File: config.mk
export PLATFORM = sky130hd
export DESIGN_NAME = pong_game_flat
export DESIGN_NICKNAME = d
export VERILOG_FILES = /design/src/rtl/pong_game_if.sv /design/src/rtl/pong_game.sv /design/src/flat_wrapper.sv
export SDC_FILE = /design/constraint.sdc
export NUM_CORES = 1
export LEC_CHECK = 0
export CAP_MARGIN = 15
export CORE_UTILIZATION = 30
export DETAILED_ROUTE_END_ITERATION = 6
export GPL_ROUTABILITY_DRIVEN = 0
export PLACE_DENSITY_LB_ADDON = 0.05
export SLEW_MARGIN = 5
export SYNTH_ARGS = -nofsm -noshare
export SYNTH_HDL_FRONTEND = slang
export SYNTH_SLANG_ARGS = --single-unit
File: constraint.sdc
create_clock -name clk -period 9.6 [get_ports clk]
set_clock_uncertainty 0.2 [all_clocks]
set_input_delay 0.96 -clock clk [delete_from_list [all_inputs] [get_ports clk]]
set_output_delay 0.96 -clock clk [all_outputs]
set_load 0.005 [all_outputs]
File: src/rtl/pong_game_if.sv
// Pixel-stream link between the VGA timing generator (master) and the Pong pixel source (slave).
interface pong_game_if;
    logic [10:0] curr_x;
    logic [10:0] curr_y;
    logic [3:0]  r;
    logic [3:0]  g;
    logic [3:0]  b;

    modport master (output curr_x, output curr_y, input r, input g, input b);
    modport slave  (input curr_x, input curr_y, output r, output g, output b);
endinterface

File: src/rtl/pong_game.sv
// Pong game logic and pixel source; all game state advances once per frame tick.
// Optional feature: define PONG_AI_EN to have the CPU drive the right paddle.
module pong_game #(
    parameter int H_ACTIVE     = 1280,
    parameter int V_ACTIVE     = 800,
    parameter int PADDLE_W     = 16,
    parameter int PADDLE_H     = 128,
    parameter int PADDLE_XL    = 32,
    parameter int PADDLE_XR    = 1232,
    parameter int BALL_SIZE    = 16,
    parameter int BALL_SPEED   = 4,
    parameter int PADDLE_SPEED = 8,
    parameter int SCORE_MAX    = 9
) (
    input  logic       clk,
    input  logic       rst,
    pong_game_if.slave vga,
    input  logic       btn_l_up,
    input  logic       btn_l_dn,
    input  logic       btn_r_up,
    input  logic       btn_r_dn,
    input  logic       btn_start,
    output logic [3:0] score_l,
    output logic [3:0] score_r,
    output logic       game_over
);
    localparam logic [10:0] X_LAST  = 11'(H_ACTIVE - 1);
    localparam logic [10:0] Y_LAST  = 11'(V_ACTIVE - 1);
    localparam logic [10:0] H_ACT   = 11'(H_ACTIVE);
    localparam logic [10:0] V_ACT   = 11'(V_ACTIVE);
    localparam logic [10:0] PAD_W   = 11'(PADDLE_W);
    localparam logic [10:0] PAD_H   = 11'(PADDLE_H);
    localparam logic [10:0] PAD_XL  = 11'(PADDLE_XL);
    localparam logic [10:0] PAD_XR  = 11'(PADDLE_XR);
    localparam logic [10:0] PAD_SPD = 11'(PADDLE_SPEED);
    localparam logic [10:0] PAD_MAX = 11'(V_ACTIVE - PADDLE_H);
    localparam logic [10:0] PAD_Y0  = 11'((V_ACTIVE - PADDLE_H) / 2);
    localparam logic [10:0] B_SIZE  = 11'(BALL_SIZE);
    localparam logic [10:0] B_SPD   = 11'(BALL_SPEED);
    localparam logic [10:0] BALL_X0 = 11'((H_ACTIVE - BALL_SIZE) / 2);
    localparam logic [10:0] BALL_Y0 = 11'((V_ACTIVE - BALL_SIZE) / 2);
    localparam logic [10:0] Y_FLOOR = 11'(V_ACTIVE - BALL_SIZE);
    localparam logic [10:0] L_FACE  = 11'(PADDLE_XL + PADDLE_W);
    localparam logic [10:0] R_FACE  = 11'(PADDLE_XR - BALL_SIZE);
    localparam logic [3:0]  S_MAX   = 4'(SCORE_MAX);
    localparam logic [5:0]  SERVE_LAST = 6'd29;
    localparam logic [5:0]  POINT_LAST = 6'd59;

    typedef enum logic [2:0] {IDLE, SERVE, PLAY, POINT, OVER} state_t;

    state_t      state_q;
    logic [3:0]  scoreL_q, scoreR_q;
    logic        gameOver_q;
    logic [10:0] padL_q, padR_q, padL_d, padR_d;
    logic [10:0] ballX_q, ballY_q, ballX_d, ballY_d;
    logic        ballDxRight_q, ballDyDown_q, ballDxRight_d, ballDyDown_d;
    logic [5:0]  frameCnt_q;
    logic [4:0]  btnMeta_q, btnSync_q;
    logic        startPrev_q;
    logic        startPulse, tick;
    logic        overlapL, overlapR, missL, missR;
    logic        inBall, inPadL, inPadR, inLine;
    logic [11:0] colour;

    always_ff @(posedge clk or posedge rst) begin
        if (rst) begin
            btnMeta_q   <= '0;
            btnSync_q   <= '0;
            startPrev_q <= 1'b0;
        end else begin
            btnMeta_q   <= {btn_start, btn_r_dn, btn_r_up, btn_l_dn, btn_l_up};
            btnSync_q   <= btnMeta_q;
            startPrev_q <= btnSync_q[4];
        end
    end

    assign startPulse = btnSync_q[4] & ~startPrev_q;
    assign tick       = (vga.curr_x == X_LAST) && (vga.curr_y == Y_LAST);

    // Compare before stepping so the clamp never wraps.
    function automatic logic [10:0] padStep(input logic [10:0] y, input logic up, input logic dn);
        logic [10:0] res;
        res = y;
        if (up && !dn) begin
            res = (y >= PAD_SPD) ? y - PAD_SPD : 11'd0;
        end else if (dn && !up) begin
            res = (y + PAD_SPD <= PAD_MAX) ? y + PAD_SPD : PAD_MAX;
        end
        return res;
    endfunction

`ifdef PONG_AI_EN
    logic aiUp, aiDn;
    assign aiUp = (ballY_q + (B_SIZE >> 1)) < (padR_q + (PAD_H >> 1) - 11'd8);
    assign aiDn = (ballY_q + (B_SIZE >> 1)) > (padR_q + (PAD_H >> 1) + 11'd8);
    assign padR_d = padStep(padR_q, aiUp, aiDn);
`else
    assign padR_d = padStep(padR_q, btnSync_q[2], btnSync_q[3]);
`endif
    assign padL_d = padStep(padL_q, btnSync_q[0], btnSync_q[1]);

    always_comb begin
        ballY_d      = ballY_q;
        ballDyDown_d = ballDyDown_q;
        if (!ballDyDown_q && ballY_q <= B_SPD) begin
            ballY_d      = 11'd0;
            ballDyDown_d = 1'b1;
        end else if (ballDyDown_q && (ballY_q + B_SIZE + B_SPD >= V_ACT)) begin
            ballY_d      = Y_FLOOR;
            ballDyDown_d = 1'b0;
        end else if (ballDyDown_q) begin
            ballY_d = ballY_q + B_SPD;
        end else begin
            ballY_d = ballY_q - B_SPD;
        end

        // Paddle overlap uses the pre-bounce y.
        overlapL = (ballY_q + B_SIZE > padL_q) && (ballY_q < padL_q + PAD_H);
        overlapR = (ballY_q + B_SIZE > padR_q) && (ballY_q < padR_q + PAD_H);

        ballX_d       = ballX_q;
        ballDxRight_d = ballDxRight_q;
        missL         = 1'b0;
        missR         = 1'b0;
        if (!ballDxRight_q && ballX_q >= L_FACE && ballX_q <= L_FACE + B_SPD && overlapL) begin
            ballX_d       = L_FACE;
            ballDxRight_d = 1'b1;
        end else if (ballDxRight_q && ballX_q <= R_FACE && ballX_q >= R_FACE - B_SPD && overlapR) begin
            ballX_d       = R_FACE;
            ballDxRight_d = 1'b0;
        end else if (!ballDxRight_q && ballX_q <= B_SPD) begin
            missL = 1'b1;
        end else if (ballDxRight_q && (ballX_q + B_SIZE + B_SPD >= H_ACT)) begin
            missR = 1'b1;
        end else if (ballDxRight_q) begin
            ballX_d = ballX_q + B_SPD;
        end else begin
            ballX_d = ballX_q - B_SPD;
        end
    end

    always_ff @(posedge clk or posedge rst) begin
        if (rst) begin
            state_q       <= IDLE;
            scoreL_q      <= '0;
            scoreR_q      <= '0;
            gameOver_q    <= 1'b0;
            padL_q        <= PAD_Y0;
            padR_q        <= PAD_Y0;
            ballX_q       <= BALL_X0;
            ballY_q       <= BALL_Y0;
            ballDxRight_q <= 1'b1;
            ballDyDown_q  <= 1'b1;
            frameCnt_q    <= '0;
        end else begin
            unique case (state_q)
                IDLE, OVER: begin
                    if (startPulse) begin
                        state_q    <= SERVE;
                        scoreL_q   <= '0;
                        scoreR_q   <= '0;
                        gameOver_q <= 1'b0;
                        frameCnt_q <= '0;
                        ballX_q    <= BALL_X0;
                        ballY_q    <= BALL_Y0;
                    end
                end
                SERVE: begin
                    if (tick) begin
                        padL_q  <= padL_d;
                        padR_q  <= padR_d;
                        ballX_q <= BALL_X0;
                        ballY_q <= BALL_Y0;
                        if (frameCnt_q == SERVE_LAST) begin
                            state_q    <= PLAY;
                            frameCnt_q <= '0;
                        end else begin
                            frameCnt_q <= frameCnt_q + 6'd1;
                        end
                    end
                end
                PLAY: begin
                    if (tick) begin
                        padL_q        <= padL_d;
                        padR_q        <= padR_d;
                        ballX_q       <= ballX_d;
                        ballY_q       <= ballY_d;
                        ballDxRight_q <= ballDxRight_d;
                        ballDyDown_q  <= ballDyDown_d;
                        // The next serve heads toward whoever conceded.
                        if (missL) begin
                            state_q       <= POINT;
                            frameCnt_q    <= '0;
                            ballDxRight_q <= 1'b0;
                            scoreR_q      <= (scoreR_q >= S_MAX) ? S_MAX : scoreR_q + 4'd1;
                        end else if (missR) begin
                            state_q       <= POINT;
                            frameCnt_q    <= '0;
                            ballDxRight_q <= 1'b1;
                            scoreL_q      <= (scoreL_q >= S_MAX) ? S_MAX : scoreL_q + 4'd1;
                        end
                    end
                end
                POINT: begin
                    if (tick) begin
                        if (frameCnt_q == POINT_LAST) begin
                            frameCnt_q <= '0;
                            if (scoreL_q == S_MAX || scoreR_q == S_MAX) begin
                                state_q    <= OVER;
                                gameOver_q <= 1'b1;
                            end else begin
                                state_q <= SERVE;
                                ballX_q <= BALL_X0;
                                ballY_q <= BALL_Y0;
                            end
                        end else begin
                            frameCnt_q <= frameCnt_q + 6'd1;
                        end
                    end
                end
                default: state_q <= IDLE;
            endcase
        end
    end

    assign score_l   = scoreL_q;
    assign score_r   = scoreR_q;
    assign game_over = gameOver_q;

    always_comb begin
        inBall = (vga.curr_x >= ballX_q) && (vga.curr_x < ballX_q + B_SIZE) &&
                 (vga.curr_y >= ballY_q) && (vga.curr_y < ballY_q + B_SIZE);
        inPadL = (vga.curr_x >= PAD_XL) && (vga.curr_x < PAD_XL + PAD_W) &&
                 (vga.curr_y >= padL_q) && (vga.curr_y < padL_q + PAD_H);
        inPadR = (vga.curr_x >= PAD_XR) && (vga.curr_x < PAD_XR + PAD_W) &&
                 (vga.curr_y >= padR_q) && (vga.curr_y < padR_q + PAD_H);
        inLine = (vga.curr_x >= 11'd638) && (vga.curr_x <= 11'd641) && !vga.curr_y[4];
        colour = 12'h000;
        if (inBall) begin
            colour = 12'hFF0;
        end else if (inPadL || inPadR) begin
            colour = 12'hFFF;
        end else if (inLine) begin
            colour = 12'h888;
        end
    end

    assign vga.r = colour[11:8];
    assign vga.g = colour[7:4];
    assign vga.b = colour[3:0];
endmodule

File: src/flat_wrapper.sv
// flat-port wrapper written by rule: the top's interface ports become plain ports
module pong_game_flat 
#(
    parameter int H_ACTIVE     = 1280,
    parameter int V_ACTIVE     = 800,
    parameter int PADDLE_W     = 16,
    parameter int PADDLE_H     = 128,
    parameter int PADDLE_XL    = 32,
    parameter int PADDLE_XR    = 1232,
    parameter int BALL_SIZE    = 16,
    parameter int BALL_SPEED   = 4,
    parameter int PADDLE_SPEED = 8,
    parameter int SCORE_MAX    = 9
)
  (clk, rst, btn_l_up, btn_l_dn, btn_r_up, btn_r_dn, btn_start, score_l, score_r, game_over, vga_curr_x, vga_curr_y, vga_r, vga_g, vga_b);
  pong_game_if vga_i ();
  input  logic clk;
  input  logic rst;
  input  logic btn_l_up;
  input  logic btn_l_dn;
  input  logic btn_r_up;
  input  logic btn_r_dn;
  input  logic btn_start;
  output logic [3:0] score_l;
  output logic [3:0] score_r;
  output logic game_over;
  input wire logic [$bits(vga_i.curr_x)-1:0] vga_curr_x;
  input wire logic [$bits(vga_i.curr_y)-1:0] vga_curr_y;
  output wire logic [$bits(vga_i.r)-1:0] vga_r;
  output wire logic [$bits(vga_i.g)-1:0] vga_g;
  output wire logic [$bits(vga_i.b)-1:0] vga_b;
  assign vga_i.curr_x = vga_curr_x;
  assign vga_i.curr_y = vga_curr_y;
  assign vga_r = vga_i.r;
  assign vga_g = vga_i.g;
  assign vga_b = vga_i.b;
  pong_game #(.H_ACTIVE(H_ACTIVE), .V_ACTIVE(V_ACTIVE), .PADDLE_W(PADDLE_W), .PADDLE_H(PADDLE_H), .PADDLE_XL(PADDLE_XL), .PADDLE_XR(PADDLE_XR), .BALL_SIZE(BALL_SIZE), .BALL_SPEED(BALL_SPEED), .PADDLE_SPEED(PADDLE_SPEED), .SCORE_MAX(SCORE_MAX)) u_core (.clk(clk), .rst(rst), .vga(vga_i), .btn_l_up(btn_l_up), .btn_l_dn(btn_l_dn), .btn_r_up(btn_r_up), .btn_r_dn(btn_r_dn), .btn_start(btn_start), .score_l(score_l), .score_r(score_r), .game_over(game_over));
endmodule
==> metrics, run 1 <==
reg2reg end=u_core.frameCnt_q[2]; clock slew at reported path FFs=0.07 ns; DRT Wirelength=23,800 µm; storage element area=0.00165 mm²; Worst R2R Path Depth=13; Clock Latency Late Sink=0.35 ns; vias in the first global route=6,702; ranking of synthesized cells by area=ha_1, dfrtp_1, dfstp_2, o21ai_0, a21oi_1; H-tree Lvls=3; vias=6,785; CTS tree=done; Starting Density=30.6%; first-pass GRT wire length=38,000 µm; slew margin rel.=32.8%; Leak=3.33 nW; Std-Cell Rows=56; CP max-delay cell=nor4_1; DRC violations left=0; Commonest cells post-synth=ha_1, o21ai_0, nand2_1, inv_1, a21oi_1; Yosys top cell area share=20.6%; Final Util=34.9%; Setup TNS Final=0 ns; max cap viols=0; hpwl dp=18,400 µm; number of antenna violations at the first check in global routing=0; period utilization=56.5%; hold slack=0.133 ns; Final Hold Fails=0; core area=0.0235 mm²; worst slew pin tran=1.00 ns; Vias/cell=5.46; cell accounting for the most synthesized area=ha_1; post-synthesis cell type count=77; post-synthesis net count=1,042; Total GRT Usage=20.2%; syn_area_per_cell=8.02 µm²; Iteration-0 DRC Markers=286; Setup CP Type=reg -> out; final std cells w/o fill=1,243; Post-synth top flop=dfrtp_1; post-CTS sizing=0; largest net degree at the start of global routing=66; Worst R2R Start=u_core.ballY_q[7]; Startpoint Class=register; Fillers=2,478; WP depth=11; met2 WL post-DR=11,500 µm; Die Wd=157 µm; post-route minimum period=5.42 ns; antenna-violating nets left=0; per-cell routed wire length=19.2 µm; CTS root buf=clkbuf_16; Critical Path RT=8.44 ns; pwr dens=146 mW/mm²; async set-or-reset flop fraction in the synthesized netlist=100%; Worst path max stage delay=0.61 ns; Worst Setup EP=vga_g[0]; max-slew violation total from the final report=0; gate count after technology mapping=895; Hold/Removal Path Class=reg -> reg; crit path from=u_core.ballY_q[4]; Synth Warn #=0; hold_buf cts=0; Inserted Clock Buffers=9; status=complete, no violations; Max Freq=184 MHz; Top Metal Used=met4; Max IR drop VDD=0.0987 mV; input/output buffers=49; RSZ-0062 raised after global routing=false; CP arrival=4.26 ns; die area=0.0246 mm²; worst path bufs/invs=2; DP Area=0.00791 mm²; final non-filler cell area=0.00819 mm²; flops & latches, synth=65; Multi-input gate area=0.00509 mm²; Met3 Wirelength=648 µm; chip height=157 µm; drt pass-1 iters=5; internal reg-to-reg setup slack=4.67 ns; TritonCTS Sinks=65; sequential area share after synthesis=22.9%; area grow syn2layout=14.0%; critical path capture point type=primary output; netlist area before placement=0.00718 mm²; CP most frequent cell=ha_1; crit-path cells=ha_1, nand3_1, or3_1, nand2_1, inv_1, ha_1, a21oi_1, nand4_1, nor4_1, nand2b_1, clkdlybuf4s50_1; number of flops mapped to enable cells by yosys=0; NumNets Final=1,066; antenna cells=0; most common cell in the synthesized netlist=ha_1; Top Family by Delay on Critical Path=simple AND/OR/NAND/NOR gates; setup violators final=0; Clock Path Buffers=2; # IOs=50; layout cells sized above 1=6.28%; met1 WL=11,100 µm; Post-CTS Setup Inserts=0; total congestion overflow=0; Inst Count DP=1,227; crit path max fanout=10
[where the power goes]
group	switching (mW)	total (mW)	internal, mW
clock	0.156	0.336	0.179
sequential	0.0756	0.389	0.313
combinational	0.283	0.468	0.185
[stage by stage]
stage               total power [mW]  setup WS (ns)
global route                    1.29           3.88
finish                          1.19           4.18
detailed placement             0.863           4.30
floorplan                      0.709           5.69
CTS                             1.21           4.17
global placement               0.867           4.28
[per-layer routing]
layer,vias up,GRT usage (%)
met5,-,0
met4,0,7.33
met3,35,2.52
met2,124,34.6
met1,3243,25.8
li1,3383,-
[logic make-up after synthesis]
| logic type | share of synthesized area (%) |
|---|---|
| adders and majority gates | 20.6 |
| xor gates and xnor gates | 3.17 |
| buffers and inverters | 6.24 |
| DFF | 22.9 |
| AOI/OAI and AO/OA | 25.1 |
| muxes | 0.314 |
| and+or+nand+nor | 21.7 |
[layout by cell type, fill, tap and decap left out, types with 5 or more instances in the layout]
cell type	count
dfrtp_1	49
inv_1	62
nand4_1	15
nand2_1	76
or3_1	12
nand4b_1	7
and2_1	5
o31ai_1	8
a221oi_1	5
nand3_1	41
o22ai_1	10
a31o_2	5
nand2b_1	9
a31oi_1	10
or4_1	7
a21oi_1	62
clkdlybuf4s50_1	49
a211oi_1	11
nand3b_1	6
buf_4	5
o21ai_0	82
nor2b_1	9
clkbuf_16	9
a22oi_1	6
ha_1	118
dfstp_2	16
a21o_1	6
nor3_1	23
nor4_1	10
and3_1	6
o21a_1	10
o211ai_1	10
nor2_1	52
xnor2_1	24
[cell type report]
cell class | count | area share (%)
Sequential cell | 65 | 20.1
Clock inverter | 7 | 0.703
Tap cell | 319 | 4.87
Inverter | 65 | 2.98
Multi-Input combinational cell | 724 | 62.1
Clock buffer | 9 | 2.75
Timing Repair Buffer | 54 | 6.45
[worst min path at each step]
stage,from,endpoint,slack [ns],cells past startpoint
6_report,u_core.btnMeta_q[1],u_core.btnSync_q[1],0.13,0
3_3_place_gp,u_core.btnMeta_q[1],u_core.btnSync_q[1],0.13,0
2_1_floorplan,u_core.btnMeta_q[0],u_core.btnSync_q[0],0.13,0
4_1_cts,u_core.btnMeta_q[1],u_core.btnSync_q[1],0.14,0
5_1_grt,u_core.btnMeta_q[2],u_core.btnSync_q[2],0.16,0
3_5_place_dp,u_core.btnMeta_q[2],u_core.btnSync_q[2],0.14,0
[flip-flops by register name (all words and copies together), names as in the netlist]
| signal | count |
|---|---|
| u_core.padR_q | 8 |
| u_core.padL_q | 8 |
| u_core.frameCnt_q | 6 |
| u_core.ballX_q | 9 |
| u_core.state_q | 3 |
| u_core.ballY_q | 9 |
| u_core.btnSync_q | 5 |
| u_core.ballDyDown_q | 1 |
| u_core.score_l | 4 |
| u_core.btnMeta_q | 5 |
| u_core.score_r | 4 |
| u_core.ballDxRight_q | 1 |
| u_core.startPrev_q | 1 |
| u_core.game_over | 1 |
Power figures use the tool's default switching activity.
==> run 2, diff against run 1 <==
==> constraint.sdc (replaced) <==
create_clock -name clk -period 4.5 [get_ports clk]
set_clock_uncertainty 0.2 [all_clocks]
set_input_delay 0.45 -clock clk [delete_from_list [all_inputs] [get_ports clk]]
set_output_delay 0.45 -clock clk [all_outputs]
set_load 0.005 [all_outputs]
==> run 2 against run 1 <==
Routed wire length rose by 1.7%. Sequential share of layout area down 0.66 points. Setup slack got worse by 3.9 ns. Power is 120% higher. Hold slack gained 0.0082 ns. Global-route usage up 0.48 points. Clock power rose by 130%. Sequential cell count stayed put. First-iteration DRC count increased by 16%. Non-clock buffer count rose by 31. Largest cell class unchanged. Largest power group unchanged. Highest routed layer unchanged.
==> metrics, run 2 (synthesis results as in run 1) <==
Critical Path RT=3.85 ns (was 8.44 ns); Max IR drop VDD=0.216 mV (was 0.0987 mV); Worst path max stage delay=0.66 ns (was 0.61 ns); DP Area=0.00812 mm² (was 0.00791 mm²); Final Hold Fails=0 (unchanged); input/output buffers=49 (unchanged); Max Freq=236 MHz; final std cells w/o fill=1,274 (was 1,243); Met3 Wirelength=504 µm (was 648 µm); # IOs=50 (unchanged); number of antenna violations at the first check in global routing=0 (unchanged); Die Wd=157 µm (unchanged); layout cells sized above 1=9.53% (was 6.28%); Std-Cell Rows=56 (unchanged); post-route minimum period=4.24 ns; vias in the first global route=6,856 (was 6,702); Clock Path Buffers=2 (unchanged); storage element area=0.00165 mm² (unchanged); Top Family by Delay on Critical Path=simple AND/OR/NAND/NOR gates (unchanged); CP most frequent cell=ha_1 (unchanged); hpwl dp=19,000 µm (was 18,400 µm); Fillers=2,500 (was 2,478); area grow syn2layout=17.9% (was 14.0%); crit path max fanout=11 (was 10); CTS root buf=clkbuf_16 (unchanged); RSZ-0062 raised after global routing=false (unchanged); Regs by FF count=u_core.ballX_q (9), u_core.ballY_q (9) (unchanged); worst path bufs/invs=2 (unchanged); setup violators final=0 (unchanged); core area=0.0235 mm² (unchanged); chip height=157 µm (unchanged); Leak=3.50 nW (was 3.33 nW); NumNets Final=1,097 (was 1,066); die area=0.0246 mm² (unchanged); Top Metal Used=met4 (unchanged); met2 WL post-DR=12,100 µm (was 11,500 µm); met1 WL=11,300 µm (was 11,100 µm); status=complete, no violations (unchanged); Clock Latency Late Sink=0.36 ns (was 0.35 ns); Setup TNS Final=0 ns (unchanged); Inst Count DP=1,255 (was 1,227); Setup CP Type=reg -> out (unchanged); hold_buf cts=0 (unchanged); slew margin rel.=48.6% (was 32.8%); commonest non-fill, non-tap cell in the layout=ha_1 (unchanged); max cap viols=0 (unchanged); CTS tree=done (unchanged); Multi-input gate area=0.00511 mm² (was 0.00509 mm²); crit-path cells=ha_1, nand2_1, nor2_1, xnor2_1, ha_1, a211oi_1, nand4_1, nor4_2, buf_4, nand2b_1, clkdlybuf4s50_1 (was ha_1, nand3_1, or3_1, nand2_1, inv_1, ha_1, a21oi_1, nand4_1, nor4_1, nand2b_1, clkdlybuf4s50_1); Final Util=36.1% (was 34.9%); max-slew violation total from the final report=0 (unchanged); Starting Density=30.6% (unchanged); H-tree Lvls=3 (unchanged); hold slack=0.141 ns (was 0.133 ns); drt pass-1 iters=5 (unchanged); DRT Wirelength=24,200 µm (was 23,800 µm); Iteration-0 DRC Markers=333 (was 286); period utilization=94.2%; critical path capture point type=primary output (unchanged); CP arrival=3.59 ns (was 4.26 ns); first-pass GRT wire length=38,800 µm (was 38,000 µm); Vias/cell=5.40 (was 5.46); post-route setup slack=0.261 ns (was 4.18 ns); antenna cells=0 (unchanged); Startpoint Class=register (unchanged); DRC violations left=0 (unchanged); most frequent cells in the layout=ha_1, o21ai_0, nand2_1 (unchanged); pwr dens=313 mW/mm² (was 146 mW/mm²); largest net degree at the start of global routing=28 (was 66); total congestion overflow=0 (unchanged); Inserted Clock Buffers=9 (unchanged); worst slew pin tran=0.764 ns (was 1.00 ns); vias=6,880 (was 6,785); per-cell routed wire length=19.0 µm (was 19.2 µm); TritonCTS Sinks=65 (unchanged); clock slew at reported path FFs=0.07 ns (about the same); final non-filler cell area=0.00847 mm² (was 0.00819 mm²); CP max-delay cell=dfstp_2 (was nor4_1); pre-CTS setup slack=0.257 ns (was 4.30 ns); Hold/Removal Path Class=reg -> reg (unchanged); antenna-violating nets left=0 (unchanged); Total GRT Usage=20.7% (was 20.2%); Power Total=2.65 mW (was 1.19 mW)
-- run 2: what timing repair did --
action                     CTS  global route
gates resized for setup      0             3
setup buffers                0             3
setup endpoints to repair    0             9
-- run 2: power by group --
part	leakage [nW]	switching, mW	internal, mW
combinational	2.58	0.640	0.433
sequential	0.773	0.131	0.668
clock	0.149	0.342	0.441
total	3.50	1.11	1.54
-- run 2: worst paths after layout --
path                                     startpoint                   to  slack, ns  cells past startpoint
worst max-delay path              u_core.ballX_q[5]             vga_g[2]       0.26                     11
worst min-delay path            u_core.btnMeta_q[2]  u_core.btnSync_q[2]       0.14                      0
worst max register to register     u_core.padR_q[7]    u_core.ballX_q[6]       0.55                     11
worst min register to register  u_core.btnMeta_q[2]  u_core.btnSync_q[2]       0.14                      0
max in group asynchronous                       rst     u_core.padL_q[8]       3.18                      3
min in group asynchronous                       rst  u_core.btnMeta_q[4]       0.17                      2
-- run 2: area by class of cell --
cell class              instances  area share, %
flip-flops and latches         65           19.4
clock inverters                 7          0.990
clock buffers                   9           2.66
well taps                     319           4.71
repair buffers                 85           8.98
inverters                      65           2.88
multi-input cells             724           60.3
-- run 2: worst reg2reg max path, cell delays in order (launching register included) --
cell	delay (ns)
dfrtp_1	0.50
ha_1	0.30
xnor2_1	0.42
ha_1	0.33
and4_1	0.19
a2111oi_2	0.43
o311ai_1	0.24
or4_1	0.56
and2_1	0.26
nor3_1	0.23
buf_4	0.16
a32oi_1	0.06
-- run 2: metal layers --
metal,track usage (%),vias to the layer above
met5,0,-
met4,5.46,0
met3,2.33,18
met2,36.8,106
met1,26.2,3312
li1,-,3444
==> run 3, diff against run 2 <==
--- a/config.mk
+++ b/config.mk
@@ -10,6 +10,7 @@
 export DETAILED_ROUTE_END_ITERATION = 6
 export GPL_ROUTABILITY_DRIVEN = 0
 export PLACE_DENSITY_LB_ADDON = 0.05
+export RECOVER_POWER = 100
 export SLEW_MARGIN = 5
 export SYNTH_ARGS = -nofsm -noshare
 export SYNTH_HDL_FRONTEND = slang
==> run 3 against run 2 <==
The flow now finishes with violations (capacitance limit, slew limit). Utilization is 0.15 points lower. Die area stayed put. Final area decreased by 0.43%. Register-to-register slack worse by 0.20 ns. Sequential share of layout area up 0.084 points. Sequential power about the same. Routed wire length down 0.21%. Clock-buffer cell count unchanged. Setup slack got worse by 0.0052 ns. Cell count is the same.
==> metrics, run 3 (synthesis results as in run 1) <==
pwr dens=314 mW/mm² (was 313 mW/mm²); CP most frequent cell=ha_1 (unchanged); core area=0.0235 mm² (unchanged); most frequent cells in the layout=ha_1, o21ai_0, nand2_1 (unchanged); Setup CP Type=reg -> out (unchanged); min-delay src=u_core.btnMeta_q[2] (unchanged); Sw Share=42.0% (was 41.9%); Startpoint Class=register (unchanged); clock slew at reported path FFs=0.07 ns (about the same); Std-Cell Rows=56 (unchanged); RSZ-0062 raised after global routing=false (unchanged); Max IR drop VDD=0.218 mV (was 0.216 mV); largest net degree at the start of global routing=28 (unchanged); Final Hold Fails=0 (unchanged); input/output buffers=49 (unchanged); clock power share=29.6% (was 29.5%); Power Total=2.65 mW (about the same); Max Freq=236 MHz (about the same); crit-path cells=ha_1, nand2_1, nor2_1, xnor2_1, ha_1, a211oi_1, nand4_1, nor4_2, buf_4, nand2b_1, clkdlybuf4s50_1 (unchanged); Vias/cell=5.41 (was 5.40); # IOs=50 (unchanged); CTS root buf=clkbuf_16 (unchanged); Clock Path Buffers=2 (unchanged); cell-internal power=1.54 mW (about the same); status=complete, but fails checks (was complete, no violations); setup violators final=0 (unchanged); slew margin rel.=-6.34% (was 48.6%); first-pass GRT wire length=38,800 µm (unchanged); H-tree Lvls=3 (unchanged); Clock Latency Late Sink=0.36 ns (about the same); DRC violations left=0 (unchanged); Critical Path RT=3.85 ns (about the same); Hold/Removal Path Class=reg -> reg (unchanged); Starting Density=30.6% (unchanged); failing checks=capacitance limit, slew limit; Final Util=35.9% (was 36.1%); period utilization=94.3% (was 94.2%); drt pass-1 iters=4 (was 5); vias in the first global route=6,856 (unchanged); CTS tree=done (unchanged); worst slew pin tran=1.60 ns (was 0.764 ns); Setup TNS Final=0 ns (unchanged); post-route minimum period=4.24 ns (about the same); TritonCTS Sinks=65 (unchanged); antenna-violating nets left=0 (unchanged); chip height=157 µm (unchanged); critical path capture point type=primary output (unchanged); sequential share of power=30.2% (was 30.1%); switching power=1.11 mW (about the same); power share of the combinational group=40.3% (was 40.4%); total congestion overflow=0 (unchanged); die area=0.0246 mm² (unchanged); NumNets Final=1,097 (unchanged); Worst path max stage delay=0.66 ns (about the same); vias=6,887 (was 6,880); Regs by FF count=u_core.ballX_q (9), u_core.ballY_q (9) (unchanged); per-cell routed wire length=19.0 µm (about the same); commonest non-fill, non-tap cell in the layout=ha_1 (unchanged); antenna cells=0 (unchanged); crit path max fanout=11 (unchanged); area grow syn2layout=17.4% (was 17.9%); Total GRT Usage=20.7% (unchanged); max cap viols=2 (was 0); CP max-delay cell=dfstp_2 (unchanged); number of antenna violations at the first check in global routing=0 (unchanged); Worst R2R Start=u_core.ballY_q[8] (was u_core.padR_q[7]); max-slew violation total from the final report=55 (was 0); CP arrival=3.59 ns (about the same); crit path from=u_core.ballX_q[5] (unchanged); Iteration-0 DRC Markers=344 (was 333); hpwl dp=19,000 µm (unchanged); Leak=3.51 nW (was 3.50 nW); hold_buf cts=0 (unchanged); Die Wd=157 µm (unchanged); layout cells sized above 1=8.38% (was 9.53%); Inserted Clock Buffers=9 (unchanged); DRT Wirelength=24,200 µm (about the same)
==> run 3: worst paths after layout <==
kind | endpoint | slack [ns] | cells past startpoint
min in group asynchronous | u_core.btnMeta_q[4] | 0.39 | 2
max in group asynchronous | u_core.padL_q[9] | 1.82 | 3
max | vga_g[2] | 0.26 | 11
min reg2reg | u_core.btnSync_q[2] | 0.14 | 0
max reg2reg | u_core.ballX_q[6] | 0.35 | 14
min | u_core.btnSync_q[2] | 0.14 | 0
==> run 3: what timing repair did <==
item | in CTS | in global routing
resized for setup | 0 | 3
setup buffers | 0 | 3
endpoints found under the hold margin | 0 | 0
endpoints found under the setup margin | 0 | 9
==> run 3: metal layers <==
metal  share of wire [%]  global-route usage [%]  up-vias
met5                   0                       0        -
met4                 1.4                    5.46        0
met3                 2.3                    2.33       18
met2                  50                    36.8      101
met1                  46                    26.2     3323
li1                    -                       -     3445
==> run 3: critical path, delay by kind of cell (launching register included) <==
family | cells | cell delay (ns)
buffers and inverters | 2 | 0.72
AOI/OAI and AO/OA | 1 | 0.21
xor gates and xnor gates | 1 | 0.26
DFF | 1 | 0.66
adders and majority gates | 2 | 0.54
and+or+nand+nor | 5 | 0.85
==> run 3: power by group through the flow <==
stage | sequential, mW | combinational [mW] | clock, mW
2_1_floorplan | 0.754 | 0.758 | 0
3_3_place_gp | 0.820 | 1.06 | 0
3_5_place_dp | 0.817 | 1.05 | 0
4_1_cts | 0.806 | 1.05 | 0.802
5_1_grt | 0.817 | 1.22 | 0.829
6_report | 0.799 | 1.07 | 0.784
==> run 3: area by class of cell <==
class	count	area, µm²
Clock buffer	9	225
Clock inverter	7	83.8
Fill cell	2507	15000
Inverter	65	244
Multi-Input combinational cell	724	5110
Sequential cell	65	1650
Tap cell	319	399
Timing Repair Buffer	85	724
==> run 3: through the flow <==
stage          cells  hold WS [ns]  instance area (µm²)  worst slack [ns]
2_1_floorplan    895         0.131                 7180             0.788
6_report        1274         0.140                 8430             0.256
5_1_grt         1274         0.161                 8430            0.0164
4_1_cts         1271         0.140                 8420            0.0496
3_3_place_gp    1255         0.132                 8120             0.273
3_5_place_dp    1255         0.137                 8120             0.257
